$ cat src/rtl/hamming1511_pkg.sv
// Shared Hamming(15,11) widths, code-position tables and bit-placement helpers.
// Code bit i sits at 1-based position i+1; parity occupies the power-of-two positions.
package hamming1511_pkg;

    localparam int DATA_W = 11;
    localparam int CODE_W = 15;
    localparam int SYN_W  = 4;

    // Zero-based codeword bit indices of the parity and data bits.
    localparam int PARITY_POS [SYN_W]  = '{0, 1, 3, 7};
    localparam int DATA_POS   [DATA_W] = '{2, 4, 5, 6, 8, 9, 10, 11, 12, 13, 14};

    typedef logic [CODE_W-1:0] code_t;
    typedef logic [DATA_W-1:0] data_t;
    typedef logic [SYN_W-1:0]  syn_t;

    function automatic data_t extract_data(input code_t cw);
        data_t d;
        d = '0;
        for (int j = 0; j < DATA_W; j++) begin
            d[j] = cw[DATA_POS[j]];
        end
        return d;
    endfunction

    function automatic code_t encode(input data_t d);
        code_t cw;
        logic  p;
        cw = '0;
        for (int j = 0; j < DATA_W; j++) begin
            cw[DATA_POS[j]] = d[j];
        end
        // Parity slots are still zero here, so each parity covers only data bits.
        for (int k = 0; k < SYN_W; k++) begin
            p = 1'b0;
            for (int i = 0; i < CODE_W; i++) begin
                if ((((i + 1) >> k) & 1) != 0) begin
                    p = p ^ cw[i];
                end
            end
            cw[PARITY_POS[k]] = p;
        end
        return cw;
    endfunction

endpackage

$ cat src/rtl/hamming1511_syndrome.sv
// Combinational Hamming(15,11) syndrome: s[k] is the parity of all code bits whose
// 1-based position has bit k set. Zero latency, no flow control.
module hamming1511_syndrome
    import hamming1511_pkg::*;
(
    input  code_t codeword,
    output syn_t  syndrome
);

    always_comb begin
        syndrome = '0;
        for (int k = 0; k < SYN_W; k++) begin
            for (int i = 0; i < CODE_W; i++) begin
                if ((((i + 1) >> k) & 1) != 0) begin
                    syndrome[k] = syndrome[k] ^ codeword[i];
                end
            end
        end
    end

endmodule

$ cat src/rtl/hamming1511_decoder.sv
// Hamming(15,11) single-error-correcting decoder, two-stage pipeline (syndrome, correct), 2-cycle latency.
// Valid/ready on both sides, full throughput; a stalled output freezes both stages and drops in_ready.
module hamming1511_decoder
    import hamming1511_pkg::*;
#(
    parameter int CNT_W = 16
) (
    input  logic              clk,
    input  logic              rst_n,
    input  logic              in_valid,
    output logic              in_ready,
    input  logic [14:0]       in_codeword,
    output logic              out_valid,
    input  logic              out_ready,
    output logic [10:0]       out_data,
    output logic              out_err,
    output logic [3:0]        out_pos,
    input  logic              cnt_clr,
    output logic [CNT_W-1:0]  cnt_words,
    output logic [CNT_W-1:0]  cnt_corr
);

    localparam logic [CNT_W-1:0] CNT_MAX = '1;

    logic  s1_vld;
    code_t s1_cw;
    syn_t  s1_syn;
    syn_t  in_syn;
    logic  s2_vld;
    logic  s2_load;
    logic  in_fire;
    logic  out_fire;
    code_t corr_cw;

    hamming1511_syndrome u_syndrome (
        .codeword (in_codeword),
        .syndrome (in_syn)
    );

    assign out_valid = s2_vld;
    assign out_fire  = s2_vld && out_ready;
    assign s2_load   = !s2_vld || out_ready;
    // Gated by rst_n so the block refuses words while held in reset.
    assign in_ready  = rst_n && (!s1_vld || s2_load);
    assign in_fire   = in_valid && in_ready;

    // A syndrome of s points at 1-based position s, i.e. code bit s-1.
    assign corr_cw = s1_cw ^ ((s1_syn != '0) ? (code_t'(1) << (s1_syn - SYN_W'(1))) : '0);

    always_ff @(posedge clk or negedge rst_n) begin
        if (!rst_n) begin
            s1_vld <= 1'b0;
            s1_cw  <= '0;
            s1_syn <= '0;
        end else if (in_ready) begin
            s1_vld <= in_valid;
            if (in_fire) begin
                s1_cw  <= in_codeword;
                s1_syn <= in_syn;
            end
        end
    end

    always_ff @(posedge clk or negedge rst_n) begin
        if (!rst_n) begin
            s2_vld   <= 1'b0;
            out_data <= '0;
            out_err  <= 1'b0;
            out_pos  <= '0;
        end else if (s2_load) begin
            s2_vld <= s1_vld;
            if (s1_vld) begin
                out_data <= extract_data(corr_cw);
                out_err  <= (s1_syn != '0);
                out_pos  <= s1_syn;
            end
        end
    end

    always_ff @(posedge clk or negedge rst_n) begin
        if (!rst_n) begin
            cnt_words <= '0;
            cnt_corr  <= '0;
        end else if (cnt_clr) begin
            cnt_words <= '0;
            cnt_corr  <= '0;
        end else if (out_fire) begin
            if (cnt_words != CNT_MAX) begin
                cnt_words <= cnt_words + CNT_W'(1);
            end
            if (out_err && (cnt_corr != CNT_MAX)) begin
                cnt_corr <= cnt_corr + CNT_W'(1);
            end
        end
    end

endmodule

$ cat config.mk
export PLATFORM = sky130hd
export DESIGN_NAME = hamming1511_decoder
export DESIGN_NICKNAME = d
export VERILOG_FILES = /design/src/rtl/hamming1511_pkg.sv /design/src/rtl/hamming1511_syndrome.sv /design/src/rtl/hamming1511_decoder.sv
export SDC_FILE = /design/constraint.sdc
export NUM_CORES = 1
export LEC_CHECK = 0
export CORE_MARGIN = 2
export CORE_UTILIZATION = 40
export CTS_CLUSTER_DIAMETER = 50
export CTS_CLUSTER_SIZE = 20
export DETAILED_ROUTE_END_ITERATION = 12
export GPL_TIMING_DRIVEN = 0
export MAX_ROUTING_LAYER = met4
export PLACE_DENSITY_LB_ADDON = 0.25
export SYNTH_ARGS = -nofsm -noshare
export SYNTH_HDL_FRONTEND = slang
export SYNTH_HIERARCHICAL = 1
export SYNTH_SLANG_ARGS = --single-unit
$ cat constraint.sdc
create_clock -name clk -period 2.1 [get_ports clk]
set_input_delay 0.42 -clock clk [delete_from_list [all_inputs] [get_ports clk]]
set_output_delay 0.42 -clock clk [all_outputs]
set_load 0.02 [all_outputs]
==> flow_summary.toml <==
[power_and_ir_drop]
ir_drop_mv = 0.423
netSwitchingPower_w = 0.00131
p_sw_frac = 0.321
seqPwrFrac = 0.428
power_density_nw_per_um2 = 927
p_leak_nw = 1.76
p_int_w = 0.00277
p_comb_frac = 0.301
clockPowerShare = 0.271

[synthesis]
yosysWarningCount = 6
syn_area_sq_um = 3380
async_flop_share = 1.00
syn_inst = 326
yosys.area.top_type = "dfrtp_1"
yosysUniqueCellTypes = 40
syn_nets = 348
yosysTopAreaCellShare = 0.482
synth_area_leaders = "dfrtp_1 (48%), xnor2_1 (11%), mux2_2 (6.7%)"
ys_ff_latch = 65
synth.yosys.seq_area_share = 0.482
avgSynthCellArea_sq_um = 10.4
synth-edff-count = 0
ys.flop_type = "dfrtp_1"

[floorplan]
core.rowCount = 33
core_area_sq_um = 8220
initial_core_util = 0.411
die-width_um = 95.9
dieHeight_um = 95.9
die_area_sq_um = 9190
ios = 70

[timing]
period_share = 0.932
setup_viol = 0
finalHoldViolCount = 0
setup_slack_ns = 0.143
rsz0062_at_grt = "false"
maxSlewHeadroom = 0.557
finClkSkew_ns = 0.00564
layout_min_cycle_time_ns = 1.96
fmax_mhz = 511
tightest_slew_ns = 0.660
fin_tns_setup_ns = 0
slew_viol_final = 0

[layout]
postLayoutCoreUtil = 0.536
diodes = 0
regArea_sq_um = 1630
fill_cells = 745
layout_common_cells = "clkdlybuf4s50_1 (66), dfrtp_1 (65), xnor2_1 (42), nor2_1 (41), nand2_1 (27)"
fin_cells = 515
syn2layout_area_growth_pct = 30.5
drive_gt1_frac = 0.124
multiInputGateArea_sq_um = 1690
nNetsFinal = 427
final_common_cell = "clkdlybuf4s50_1"

[setup_path]
reg2regPathDepth = 6
crit_type = "reg -> reg"
cp-start-kind = "flop"
cp-end-kind = "flop"
path_cells = "ha_1 > nand3_1 > or3_1 > o211ai_4 > nor3_1 > mux2_2"
crit_path_end = "cnt_corr[5]"
r2r_slack_ns = 0.14
rr_endpoint = "cnt_corr[5]"
crit_required_ns = 2.33
path_max_fanout = 7
cp-startpoint = "cnt_corr[0]"
slowest_delay_ns = 0.42
reg2reg_from = "cnt_corr[0]"
arrival_ns = 2.18
cp_slowest_cell = "dfrtp_1"

[routing]
wire_per_inst_um = 14.1
ant_nets = 0
drt_iter0_drc = 83
routed_wl_um = 7240
met1Wirelength_um = 3290
via_count = 2607
dr_wl_met3_um = 289
drcViolationCount = 0
drt-pass1-iter-count = 4
met2_length_um = 3520
top_layer = "met4"
via_per_inst = 5.06

[clocking]
cts.sinks = 65
clkLatencyLatePin_ns = 0.34
cts_htree_levels = 3
post-cts-setup-buffers = 0
cts_resized = 2
hold_buffers = 0
clockRootBuffer = "clkbuf_8"
numCtsBuffers = 9
clkTransAtPathRegs_ns = 0.07
cts_tree = "yes"
clockBufferDepth = 2

[worst_hold_path]
hp-class = "in -> async"

[place]
portBuffers = 68
pre_cts_ws_ns = -0.356
place_inst = 499
post-dp-hpwl_um = 5410
finalWeightedCongestion = 0.826

[global_route]
overflow = 0
grt_pass1_vias = 2551
grt_max_degree = 67
grt_first_pass_wirelength_um = 11900
antenna_found_initial = 0
grt.total_usage = 0.176

[status]
status = "finished, final reports clean"

[job]
max_cap_viol_count = 0
[worst max-delay path: cells and delay by family, from the launching register on]
kind,cells,cell delay [ns]
flip-flops,1,0.42
AO/OA/AOI/OAI,1,0.27
multiplexers,1,0.27
adder cells (fa/ha/maj),1,0.23
AND/OR/NAND/NOR,3,0.64
[metrics by stage]
stage	cell area (sq um)	power, W	hold WS [ns]
final	4410	0.00408	0.0540
after global routing	4410	0.00432	0.109
after CTS	4400	0.00413	0.0837
after detailed placement	4190	0.00301	0.471
after global placement	4190	0.00299	0.465
after floorplan	3380	0.00243	0.124
[cell usage after synthesis, types with 8 or more instances]
library cell  count
nor3_1            8
nor2_1           41
xor2_1           13
mux2_2           20
dfrtp_1          65
nand3_1          17
xnor2_1          42
nand4_1          11
nand2_1          28
o21ai_0          16
[cell families (layout without fill, tap and decap cells)]
kind of cell               Yosys count  count (layout)  share of synthesized area
muxes                               22              22                     0.0741
buffers and inverters               16             100                     0.0200
and+or+nand+nor                    130             130                      0.189
xor gates and xnor gates            58              58                      0.157
AOI/OAI and AO/OA                   33              33                     0.0704
adders and majority gates            2               2                    0.00741
DFF                                 65              65                      0.482
[power by group through the flow]
stage	clock [W]	combinational (W)	sequential [W]
3_3_place_gp	0	0.00123	0.00176
3_5_place_dp	0	0.00125	0.00177
5_1_grt	0.00119	0.00135	0.00179
2_1_floorplan	0	0.000526	0.00191
6_report	0.00111	0.00123	0.00175
4_1_cts	0.00114	0.00125	0.00175
[worst min path at each step]
stage,endpoint,cells past startpoint,from
5_1_grt,cnt_words[0],1,rst_n
2_1_floorplan,cnt_corr[0],0,rst_n
4_1_cts,cnt_words[1],1,rst_n
3_5_place_dp,out_valid,2,s1_vld
6_report,cnt_words[0],1,rst_n
3_3_place_gp,out_valid,2,s1_vld
[layout make-up]
class / count / share of cell area
Multi-Input combinational cell: 245 / 0.384
Timing Repair Buffer: 68 / 0.154
Tap cell: 105 / 0.0298
Inverter: 5 / 0.00426
Clock inverter: 2 / 0.00795
Buffer: 11 / 0.0116
Sequential cell: 65 / 0.369
Clock buffer: 14 / 0.0392
[sequential cells by signal, indices dropped and copies added (netlist names)]
register / flops
out_data: 11
out_err: 1
s1_cw: 11
cnt_corr: 16
s1_syn: 4
cnt_words: 16
out_pos: 4
s1_vld: 1
out_valid: 1
[metal layers]
metal  track usage  vias to the layer above
li1              -                     1289
met1         0.216                     1239
met2         0.284                       65
met3        0.0305                       14
met4        0.0798                        0
met5             -                        -
Power figures use the tool's default switching activity.
==> RTL change: new RTL, config.mk and constraints unchanged <==
Change the parameter `CNT_W` from 16 to 14.
--- a/src/rtl/hamming1511_decoder.sv
+++ b/src/rtl/hamming1511_decoder.sv
@@ -5,3 +5,3 @@
 #(
-    parameter int CNT_W = 16
+    parameter int CNT_W = 14
 ) (
Interface: changed (resized cnt_corr and cnt_words); port bits go from 70 to 66. The function was not compared with the original's and may differ.
==> RTL change against the original RTL <==
  * Sequential cell count is 4 lower
  * Total power fell by 4.3%
  * Synthesized cell count shrank 4.0%
  * Worst setup slack got worse by 26 ps
  * Final cell count down 3.7%
  * Cell area down 3.5%
  * Worst hold slack worse by 10 ps
  * Synthesized area is 3.2% lower
  * Wire length increased by 2.6%
==> RTL change: results (changes against the original RTL) <==
Status
  – Status: finished clean (unchanged)

Logic synthesis
  – Mapped Cells: 313 (was 326)
  – Distinct cells, synth: 49 (was 40)
  – Commonest cells post-synth: 61 x dfrtp_1, 27 x nand2_1, 25 x xnor2_1 (was 65 x dfrtp_1, 42 x xnor2_1, 41 x nor2_1)
  – Post-synthesis net count: 335 (was 348)
  – Area contributors post-synth: dfrtp_1 47%, xnor2_1 6.7%, mux2_1 4.8% (was dfrtp_1 48%, xnor2_1 11%, mux2_2 6.7%)

Cells and area
  – Layout fillers: 738 (was 745)
  – Share of layout cells above drive strength 1: 11.7% (was 12.4%)
  – NumNets Final: 411 (was 427)
  – Largest regs: cnt_corr: 14 flops, cnt_words: 14 flops (was cnt_corr: 16 flops, cnt_words: 16 flops)
  – Utilization after layout: 54.4% (was 53.6%)

Place
  – Placed Area: 4040 um^2 (was 4190 um^2)
  – Placement Setup Slack: -301 ps (was -356 ps)
  – Inst Count DP: 480 (was 499)
  – GPL Wtd Cong: 0.810 (was 0.826)

Power and ir drop
  – Power share of the sequential group: 42.7% (was 42.8%)
  – Sw Ratio: 33.1% (was 32.1%)
  – Worst VDD drop: 0.397 mV (was 0.423 mV)
  – Sequential Power: 1.67 mW (was 1.75 mW)
  – Leakage: 1.66 nW (was 1.76 nW)

Route
  – Wire per inst: 15.0 um (was 14.1 um)
  – Initial drt markers: 105 (was 83)
  – DR vias/cell: 5.39 (was 5.06)

Global route
  – First-pass GRT wire length: 12300 um (was 11900 um)
  – Vias in the first global route: 2604 (was 2551)
  – Gr usage total: 18.1% (was 17.6%)

Worst setup path
  – Reg-to-reg startpoint: cnt_words[0] (was cnt_corr[0])

Timing
  – Hold_ws: 43.7 ps (was 54.0 ps)
RTL change: logic make-up (layout without fill, tap and decap cells):
group | after synthesis | after routing | synth area share, %
AND/OR/NAND/NOR | 122 | 122 | 22.3
flip-flops | 61 | 61 | 46.7
AO/OA/AOI/OAI | 55 | 55 | 9.95
XOR/XNOR | 33 | 33 | 9.53
multiplexers | 26 | 26 | 8.88
buffers and inverters | 14 | 95 | 1.88
adder cells (fa/ha/maj) | 2 | 2 | 0.766
RTL change: per-layer routing:
| layer | up-vias | wire [um] | global-route usage (%) |
|---|---|---|---|
| li1 | 1286 | - | - |
| met2 | 52 | 3790 | 30.2 |
| met1 | 1326 | 3280 | 21.7 |
| met3 | 9 | 273 | 4.63 |
| met5 | - | 0 | - |
| met4 | 0 | 81 | 5.56 |
RTL change: worst max-delay path, stage by stage:
cell,delay (ps)
clkdlybuf4s50_1,550
nand3_1,270
or2_1,350
a211oi_1,260
mux2_1,350
RTL change: final cells by class:
| type | instances | area share (%) |
|---|---|---|
| buffer | 8 | 0.913 |
| clock buffer | 12 | 3.41 |
| inverter | 6 | 0.530 |
| sequential | 61 | 35.9 |
| timing repair buffer | 65 | 15.2 |
| clock inverter | 4 | 1.12 |
| tap | 102 | 3.00 |
| multi-input combinational | 238 | 39.9 |
RTL change: worst max path at each step:
stage	from	end	slack, ps	cells past startpoint
3_5_place_dp	rst_n	in_ready	-300	3
3_3_place_gp	rst_n	in_ready	-2270	3
5_1_grt	out_ready	cnt_corr[6]	1	5
6_report	out_ready	cnt_corr[6]	120	5
4_1_cts	out_ready	in_ready	20	4
2_1_floorplan	cnt_corr[0]	cnt_corr[6]	280	5
RTL change: what timing repair did:
item,CTS,global route
buffers inserted,0,0
resized for setup,3,3
setup endpoints to repair,1,7
pin swaps,0,1
cloned,0,0
